## src/rtl/hspi_host_link.sv

```systemverilog
// Host-side endpoint of the 16-bit half-duplex HSPI pad link: buffers core words
// in an RX FIFO and drives host words back across the pins with turnaround gaps.
module hspi_host_link #(
  parameter int DW         = 16,
  parameter int FIFO_DEPTH = 8,
  parameter int TURN_CYC   = 2,
  parameter int MAX_BURST  = 16
) (
  input  logic          clock,
  input  logic          reset_n,
  input  logic          hspi_tx_enable_i,
  input  logic [DW-1:0] hspi_data_i,
  output logic [DW-1:0] hspi_data_o,
  output logic          hspi_data_oe,
  output logic          hspi_rx_enable_o,
  input  logic          dn_valid,
  input  logic [DW-1:0] dn_data,
  output logic          dn_ready,
  output logic          up_valid,
  output logic [DW-1:0] up_data,
  input  logic          up_ready,
  input  logic          clr_status,
  output logic          rx_overflow,
  output logic          collision
);

  localparam int AW = $clog2(FIFO_DEPTH);
  localparam int BW = $clog2(MAX_BURST + 1);

  typedef enum logic [1:0] {IDLE, TURN, DRIVE, RELEASE} state_t;

  state_t        state, state_nxt;
  logic [2:0]    turn_cnt;
  logic [BW-1:0] burst_cnt;
  logic          burst_full;
  logic          dn_accept;
  logic          push, pop, push_ok, drop, collide;

  logic [DW-1:0] mem [FIFO_DEPTH];
  logic [AW:0]   wr_ptr, rd_ptr;
  logic          empty, full;

  logic [DW-1:0] pad_data_p1;
  logic          pad_oe_p1;
  logic          vld_p1;
  logic          ovf_q, col_q;

  assign burst_full = (burst_cnt == BW'(MAX_BURST));

  always_ff @(posedge clock or negedge reset_n) begin
    if (!reset_n) state <= IDLE;
    else          state <= state_nxt;
  end

  always_comb begin
    state_nxt = state;
    case (state)
      IDLE:    if (dn_valid && !hspi_tx_enable_i) state_nxt = TURN;
      TURN:    if (hspi_tx_enable_i)              state_nxt = IDLE;
               else if (turn_cnt == 3'd1)         state_nxt = DRIVE;
      DRIVE:   if (hspi_tx_enable_i)              state_nxt = IDLE;
               else if (!dn_valid || burst_full)  state_nxt = RELEASE;
      RELEASE: state_nxt = IDLE;
      default: state_nxt = IDLE;
    endcase
  end

  // Core words are sampled whenever the host is not driving; in DRIVE they are collisions.
  always_comb begin
    dn_ready  = (state == DRIVE) && !burst_full && !hspi_tx_enable_i;
    dn_accept = dn_ready && dn_valid;
    push      = hspi_tx_enable_i && (state != DRIVE);
    collide   = hspi_tx_enable_i && (state == DRIVE);
  end

  always_ff @(posedge clock or negedge reset_n) begin
    if (!reset_n) begin
      turn_cnt  <= '0;
      burst_cnt <= '0;
    end else begin
      if (state == IDLE)      turn_cnt <= 3'(TURN_CYC);
      else if (state == TURN) turn_cnt <= turn_cnt - 3'd1;
      if (state != DRIVE)     burst_cnt <= '0;
      else if (dn_accept)     burst_cnt <= burst_cnt + 1'b1;
    end
  end

  // Pad stage: everything toward the pins comes straight from flops.
  always_ff @(posedge clock or negedge reset_n) begin
    if (!reset_n) begin
      pad_data_p1 <= '0;
      pad_oe_p1   <= 1'b0;
      vld_p1      <= 1'b0;
    end else begin
      pad_oe_p1 <= (state_nxt == DRIVE);
      vld_p1    <= dn_accept;
      if (dn_accept) pad_data_p1 <= dn_data;
    end
  end

  assign hspi_data_o      = pad_data_p1;
  assign hspi_data_oe     = pad_oe_p1;
  assign hspi_rx_enable_o = vld_p1;

  // RX FIFO: a pop in the same cycle frees the slot for a push into a full FIFO.
  always_comb begin
    empty   = (wr_ptr == rd_ptr);
    full    = (wr_ptr[AW] != rd_ptr[AW]) && (wr_ptr[AW-1:0] == rd_ptr[AW-1:0]);
    pop     = up_ready && !empty;
    push_ok = push && (!full || pop);
    drop    = push && full && !pop;
  end

  always_ff @(posedge clock or negedge reset_n) begin
    if (!reset_n) begin
      wr_ptr <= '0;
      rd_ptr <= '0;
    end else begin
      if (push_ok) wr_ptr <= wr_ptr + 1'b1;
      if (pop)     rd_ptr <= rd_ptr + 1'b1;
    end
  end

  always_ff @(posedge clock) begin
    if (push_ok) mem[wr_ptr[AW-1:0]] <= hspi_data_i;
  end

  assign up_valid = !empty;
  assign up_data  = empty ? '0 : mem[rd_ptr[AW-1:0]];

  // A set event beats a simultaneous clear.
  always_ff @(posedge clock or negedge reset_n) begin
    if (!reset_n) begin
      ovf_q <= 1'b0;
      col_q <= 1'b0;
    end else begin
      ovf_q <= drop    | (ovf_q & ~clr_status);
      col_q <= collide | (col_q & ~clr_status);
    end
  end

  assign rx_overflow = ovf_q;
  assign collision   = col_q;

endmodule

```

## config.mk

```make
export PLATFORM = sky130hd
export DESIGN_NAME = hspi_host_link
export DESIGN_NICKNAME = d
export VERILOG_FILES = /design/src/rtl/hspi_host_link.sv
export SDC_FILE = /design/constraint.sdc
export NUM_CORES = 1
export LEC_CHECK = 0
export ABC_AREA = 1
export ABC_CLOCK_PERIOD_IN_PS = 5500
export CORE_ASPECT_RATIO = 2
export CORE_MARGIN = 2
export CORE_UTILIZATION = 60
export CTS_CLUSTER_DIAMETER = 50
export DETAILED_ROUTE_END_ITERATION = 10
export GPL_TIMING_DRIVEN = 1
export HOLD_SLACK_MARGIN = 0.12
export PLACE_DENSITY = 0.94
export SYNTH_ARGS = -nofsm -noshare
export SYNTH_HDL_FRONTEND = slang
export SYNTH_SLANG_ARGS = --single-unit
```

## constraint.sdc

```tcl
create_clock -name clock -period 5.5 [get_ports clock]
set_input_delay 1.1 -clock clock [delete_from_list [all_inputs] [get_ports clock]]
set_output_delay 1.1 -clock clock [all_outputs]
set_load 0.05 [all_outputs]
```

# After elaboration in Yosys (flattened, before gate mapping)

Memories as Yosys holds them, arrays and structs flattened.
Cells that the tools add are included.

Add/subtract/negate cells: 4
Divide/modulo/power cells: 0
Multiplexer cells: 13
Multiply operators: 0
Shifts and indexed selects: 0
Magnitude comparators: 0
Bitwise logic cells: 5
Reduce and logical (&&, ||, !) cells: 22
Eq/ne operators: 10

Operator list:

| kind                | count |
|---|---|
| $mux 16             | 1 |
| $logic_and 1x1->1   | 11 |
| $mux 2              | 5 |
| $mux 5              | 2 |
| $add 4x1->4 const B | 2 |
| $pmux 2 s4          | 1 |
| $eq 2x2->1 const B  | 3 |
| $logic_not 1->1     | 6 |
| $mux 3              | 2 |
| $add 5x1->5 const B | 1 |
| $eq 5x5->1 const B  | 1 |
| $eq 4x4->1          | 1 |
| $reduce_bool 2->1   | 2 |
| $eq 3x1->1 const B  | 1 |
| $eq 3x3->1          | 1 |
| $sub 3x1->3 const B | 1 |
| $and 1x1->1         | 2 |
| $eq 2x1->1 const B  | 1 |
| $logic_not 2->1     | 1 |
| $logic_or 1x1->1    | 2 |
| $mux 1              | 2 |
| $ne 2x2->1 const B  | 1 |
| $or 1x1->1          | 2 |
| $ne 1x1->1          | 1 |
| $not 1->1           | 1 |

ROM bits: 0
Word-level logic and storage cells: 65
Bits in latches: 0
Memories kept: 1
RAM bits: 128
Flip-flop bits (word level): 38
Output and inout port bits: 38
Bits of input ports: 38

Memories:

| memory | words | width | rd ports | clocked after Yosys merged registers in | write ports | RTL line | text |
|---|---|---|---|---|---|---|---|
| mem    | 8     | 16    | 1        | 0                                       | 1           | 39       | `logic [DW-1:0] mem [FIFO_DEPTH];` |

# Logic depth before layout (Yosys ltp)

Gate-level depths: netlist of run 1.

Word-level depth: 7
Gate-level depth with buffers: 9
Mapped depth without buffers: 8

# Worst setup path after synthesis of run 1

No wires, ideal clock.

Kind: input port to output port
From: input hspi_tx_enable_i
To: output dn_ready
Arrival: 2143 ps
Slack: 2257 ps
Stages: 3
Path buffers: 0
Data required time: 4400 ps
Cell sequence: nor2_1 -> inv_1 -> a31oi_1

Word-level cells in the longest chain between the ends: 2

RTL lines:

| element            | RTL line | text |
|---|---|---|
| start: declaration | 11       | `input logic hspi_tx_enable_i,` |
| $logic_not 1->1    | 70       | `dn_ready = (state == DRIVE) && !burst_full && !hspi_tx_enable_i;` |
| $logic_and 1x1->1  | 70       |  |
| end: declaration   | 18       | `output logic dn_ready,` |

Every way passes these cells.

# Final worst setup path of run 1

From: register rd_ptr[1]
To: output up_data[8]

Word-level cells in the longest chain between the ends: 2
Elaborated cells between the ends (all ways): 3
Classes of those cells: 1 x eq/ne; 1 x mux; 1 x memory

RTL lines:

| element                                           | RTL line | text |
|---|---|---|
| start: declaration                                | 40       | `logic [AW:0] wr_ptr, rd_ptr;` |
| start signal: assignment                          | 120      | `if (pop) rd_ptr <= rd_ptr + 1'b1;` |
| $mem_v2 8x16 / $eq 4x4->1 (equally long branches) | n/a      |  |
| $mux 16 (*)                                       | 129      | `assign up_data = empty ? '0 : mem[rd_ptr[AW-1:0]];` |
| end: declaration                                  | 20       | `output logic [DW-1:0] up_data,` |

Mark *: on every way between the ends. The rest lies on a longest branch, timed or not.

==> run metrics, run 1 <==
initial antenna violation count 0; Core ar. 0.0113 sq mm; Worst Path Buf+Inv 2; Syn Area/Cell 10.8 sq um; Routed wire per std cell 18.2 um; WP data required 4400 ps; Pwr Density around 570 mW/mm^2; CTS sink count 166; Reg-to-Reg End mem[2][14]; count leader, synth nor2_1; worst-skew pair later-pin latency ~420 ps; final net count between 700 and 800; post-DR vias/cell between 5 and 6; Fin Clk Skew 10.9 ps; drt first-iter violations 600; RSZ-0062 raised after global routing no; die area 0.0124 sq mm; dpl cells a little over 800; post-CTS setup buffers 0; IO Port Bufs 75; Top delay family on crit path simple AND/OR/NAND/NOR gates; vias in the first global route about 5,200; largest area contributor in the netlist edfxtp_1; Net Switching 2000 uW; Max-Slew Margin vs Limit 20.6%; CP most frequent cell nand2_1; main flop type after synthesis edfxtp_1; worst path arrival time 3560 ps; Worst Max-Slew Pin Slew 1190 ps; Starting Density around three fifths; fmax 0.214 GHz; min-delay worst type reg2reg; DR vias around 5,000; Period minus WS final 4660 ps; kind of critical path reg2out; Post-synth ARST share 22.9%; FP Rows 55; Die Wd 79.8 um; share of post-route cells with drive strength above 1 6.80%; Lkg Pwr 0.00324 uW; Post-Syn Area between 0.006 and 0.007 sq mm; status finished clean; Post-DP HPWL a little under 10,000 um; Crit. End Element output pin; Hold Crit Start hspi_data_o[3]; setup TNS 0 ps; Hold Buf Count CTS 0; Slew Limit Fails 0; R2R Setup Slk 2170 ps; hold path cells 2; worst r2r src rd_ptr[1]; critical path cell sequence inv_2 > nand2_1 > nand2_1 > nor2_2 > nand3_2 > nand2_1 > nor2_1 > clkdlybuf4s50_1; combinational power share 42.6%; Post-synth EDFFs around 130; Total GRT Usage 26.6%; Placer Congestion 0.866; Final period util 84.8%; fin cells 863; DRC 0; Final Hold Slack 488 ps; top-area cell type share of the netlist area 55.7%; post-CTS sizing 0; register bit total from synthesis ~170; Post-Syn Instances 640; Ports 76; clock network power share 22.7%; Final Hold Viols 0; Congestion Overflow GR 0; critical path peak fanout 29; clock buffer count from CTS 17; Peak VDD IR about 0.43 mV; post-route ant nets 0; Reg power frac 34.7%; final antenna diode count 0; Synth Net Count 684; top cells by count, synth 161 x nor2_1, 128 x edfxtp_1, 109 x nand2_1, 81 x o21ai_0; Synth warnings 0; terminating pin of the worst hold path hspi_data_o[3]; Unique masters post-synth 26; H-tree Lvls 4; Clock Root Buffer clkbuf_16; Sw Ratio 42.1%; CTS tree yes; synth top area cells edfxtp_1 56%, dfrtp_1 14%, nor2_1 8.8%, nand2_1 5.9%, o21ai_0 5.9%; largest net degree at the start of global routing 69; WL final between 15,000 and 20,000 um; P_int 2750 uW; DR pass1 iterations 5; Layout area overhead 20.0%; Die Y-Extent 156 um; Crit-path slowest cell dfrtp_1; Clock Path Buffers 2; worst r2r path cells 7; final setup violation count 0; Worst-path clk slew 60 ps; global-route wire length before repair 24,900 um; Largest stage delay, worst path between 900 and 1000 ps; Power Total 4750 uW; register area share after synthesis a little over two thirds; MaxCap Viol Count 0; CP startpoint kind register
[kinds of logic after synthesis]
family          share of synthesized area [%]
compound gates                           6.64
xor+xnor                                 1.02
fa+ha+maj                                1.09
buf+inv                                  3.57
flops                                    69.5
simple gates                             18.2
[through the flow]
stage	setup WS, ps	util (%)	cell area [sq um]
detailed placement	1320	68.5	7740
CTS	859	73.3	8280
floorplan	2260	-	6900
finish	837	73.3	8280
global placement	1470	68.5	7740
global route	669	73.3	8280
[cells in the final DEF, fill, tap and decap left out, types with 3 or more instances in the layout]
cell type | Yosys | layout
o21ai_1 | 3 | 3
nand2_1 | 109 | 109
buf_4 | 4 | 7
dfrtp_1 | 38 | 37
inv_1 | 21 | 21
nand3_1 | 38 | 38
edfxtp_1 | 128 | 128
clkbuf_16 | 0 | 17
nor2_1 | 161 | 154
clkinv_1 | 0 | 4
clkdlybuf4s50_1 | 0 | 75
xor2_1 | 6 | 6
ha_1 | 6 | 6
clkinv_2 | 0 | 5
o21ai_0 | 81 | 81
nor2_2 | 1 | 8
[flip-flops by register name (all words and copies together), names as in the netlist]
| signal | cells |
|---|---|
| hspi_data_oe | 1 |
| wr_ptr | 4 |
| turn_cnt | 3 |
| state | 2 |
| rx_overflow | 1 |
| hspi_rx_enable_o | 1 |
| mem | 128 |
| burst_cnt | 5 |
| collision | 1 |
| rd_ptr | 4 |
| hspi_data_o | 16 |
[worst register-to-register path: stages (launching register included)]
cell and delay, ps:
dfrtp_1 930, buf_4 440, nand2_1 100, nand2_1 90, nor2_2 50, nand3_2 140
nand3_1 230, nor2_2 960
[per-layer routing]
metal  GRT usage, %  vias up  share of wire, %
met4           13.5        0               4.1
met3           6.31       57               7.1
met2           47.2      293                54
met1           29.1     2432                35
met5              0        -                 0
li1               -     2289                 -
[worst max-delay path by stage]
| stage | startpoint | to | slack (ps) | depth (start not counted) |
|---|---|---|---|---|
| after floorplan | hspi_tx_enable_i | dn_ready | 2260 | 3 |
| after global placement | rd_ptr[1] | up_data[11] | 1470 | 8 |
| after detailed placement | rd_ptr[1] | up_data[8] | 1320 | 8 |
| after CTS | rd_ptr[1] | up_data[8] | 860 | 8 |
| after global routing | rd_ptr[1] | up_data[6] | 670 | 8 |
| final | rd_ptr[1] | up_data[8] | 840 | 8 |
[final cells by class]
class                           instances  area (sq um)
Tap cell                              142           178
Fill cell                             701          3010
Clock buffer                           17           425
Inverter                               23          86.3
Multi-Input combinational cell        418          1870
Clock inverter                         15           114
Sequential cell                       166          4800
Timing Repair Buffer                   82           803
[power groups by stage]
stage / Combinational (uW) / Sequential, uW / Clock (uW)
2_1_floorplan: 1360 / 1680 / 0
3_3_place_gp: 1900 / 1650 / 0
3_5_place_dp: 1990 / 1670 / 0
4_1_cts: 2020 / 1650 / 1080
5_1_grt: 2170 / 1660 / 1130
6_report: 2020 / 1650 / 1080
Note: power is estimated with default switching activity, not from simulation.
==> run 2: changes to the inputs <==
- ABC_CLOCK_PERIOD_IN_PS: 5500 -> 4900
- CORE_UTILIZATION: 60 -> 56
- PLACE_DENSITY: 0.94 -> 0.89
- clock period: 5.5 -> 4.9 ns (I/O delays scaled with it)
==> run 2 against run 1 <==
Non-clock buffer count grew 2. Clock skew shrank 0.70 ps. First-iteration DRC count shrank 16%.
==> run metrics, run 2 (synthesized netlist as in run 1, its figures left out) <==
Core ar. 0.0121 sq mm; met3 wire len 1040 um; share of post-route cells with drive strength above 1 7.19%; Die Y-Extent 161 um; DR pass1 iterations 5; Final Hold Viols 0; multi-input logic area 0.00187 sq mm; initial antenna violation count 0; DR WL met2 just under 9000 um; H-tree Lvls 4; post-DR vias/cell 5.70; DR vias 4,959; Clock Root Buffer clkbuf_16; worst r2r path cells 7; Slew Limit Fails 0; global-route wire length before repair 24,900 um; Worst Max-Slew Pin Slew 1090 ps; fmax 0.235 GHz; commonest non-fill, non-tap cell in the layout nor2_1; final antenna diode count 0; largest net degree at the start of global routing 69; Clock Path Buffers 2; Lkg Pwr 0.00327 uW; Pwr Density 649 mW/mm^2; R2R Setup Slk about 2100 ps; final net count 754; Max-Slew Margin vs Limit 27.4%; Worst-path clk slew roughly 60 ps; setup TNS 0 ps; WP data required 3920 ps; Reg power frac 34.0%; Period minus WS final 4250 ps; min-delay worst type reg2reg; Net Switching 2240 uW; MaxCap Viol Count 0; Starting Density between 50% and 60%; DP Worst Slack 1180 ps; FP Rows 57; clock buffer count from CTS 17; worst path arrival time 3270 ps; Metal-1 WL 5450 um; final core utilization a little under 70%; Layout area overhead 21.0%; Routed wire per std cell 17.9 um; Final period util 86.8%; Fin Clk Skew between 10 and 15 ps; worst-skew pair later-pin latency 420 ps; hold path cells 2; WL final 15,600 um; CTS tree yes; Finished Cell Area 0.00834 sq mm; Post-DP HPWL roughly 9500 um; P_int 3170 uW; post-CTS sizing 0; IO Port Bufs 75; critical path peak fanout 22; Congestion Overflow GR 0; Ports 76; FILL cells 795; CTS sink count 166; max reg flops 128; Hold Buf Count CTS 0; vias in the first global route roughly 5,000; Power Total 5410 uW; DRC 0; Total GRT Usage 25.3%; Final WS setup between 600 and 700 ps; Die Wd 82.5 um; die area about 0.013 sq mm; Placer Congestion approximately 0.81; Crit. End Element output pin; Area after DPL 0.00775 sq mm; post-route ant nets 0; drt first-iter violations roughly 500; commonest cells after routing, fill and taps aside 156 x nor2_1, 128 x edfxtp_1, 109 x nand2_1, 81 x o21ai_0, 75 x clkdlybuf4s50_1; RSZ-0062 raised after global routing no; CP startpoint kind register; kind of critical path reg2out; register area between 0.004 and 0.005 sq mm; Sw Ratio 41.4%; combinational power share between 40% and 50%; max layer used met4; status finished clean; Peak VDD IR 0.484 mV; post-CTS setup buffers 0; final setup violation count 0; clock network power share 24.2%
## run 2: cell types whose count changed in the layout (fill, tap and decap cells not counted), moves of 2 or more
cell / change
clkinv_1: -4
nor2_2: -2
buf_4: +2
nor2_1: +2
inv_6: +3
clkinv_2: -3
## run 2: stage by stage
stage	std cells	hold slack, ps
CTS	870	486
global placement	838	462
finish	870	491
global route	870	503
detailed placement	838	470
floorplan	640	453
## run 2: worst paths after layout
| path | startpoint | to |
|---|---|---|
| worst max-delay path | rd_ptr[1] | up_data[12] |
| worst min-delay path | hspi_data_o[3] | hspi_data_o[3] |
| worst max register to register | rd_ptr[1] | mem[4][10] |
| worst min register to register | hspi_data_o[3] | hspi_data_o[3] |
| max in group asynchronous | reset_n | rd_ptr[0] |
| min in group asynchronous | reset_n | hspi_data_o[15] |
## run 2: final cells by class
class,count,area share [%]
repair buffers,84,9.81
clock buffers,19,5.31
multi-input cells,418,22.4
flip-flops and latches,166,57.5
inverters,23,1.03
well taps,147,2.20
clock inverters,13,1.77
## run 2: power by group through the flow
stage | combinational (uW) | sequential (uW) | clock, uW
after global placement | 2160 | 1840 | 0
after global routing | 2430 | 1860 | 1380
after detailed placement | 2230 | 1860 | 0
final | 2270 | 1840 | 1310
after floorplan | 1530 | 1890 | 0
after CTS | 2260 | 1840 | 1320
## run 2: worst max-delay path: stages, from the launching register on
cell	delay (ps)
dfrtp_1	710
inv_2	310
nand2_1	120
nand2_1	70
nor2_2	130
nand3_2	500
nand2_1	260
nor2_1	60
clkdlybuf4s50_1	690
## run 2: routing by layer
layer,global-route usage [%],up-vias
li1,-,2299
met3,5.62,37
met2,44.7,228
met1,28.2,2395
met4,10.8,0
met5,0,-
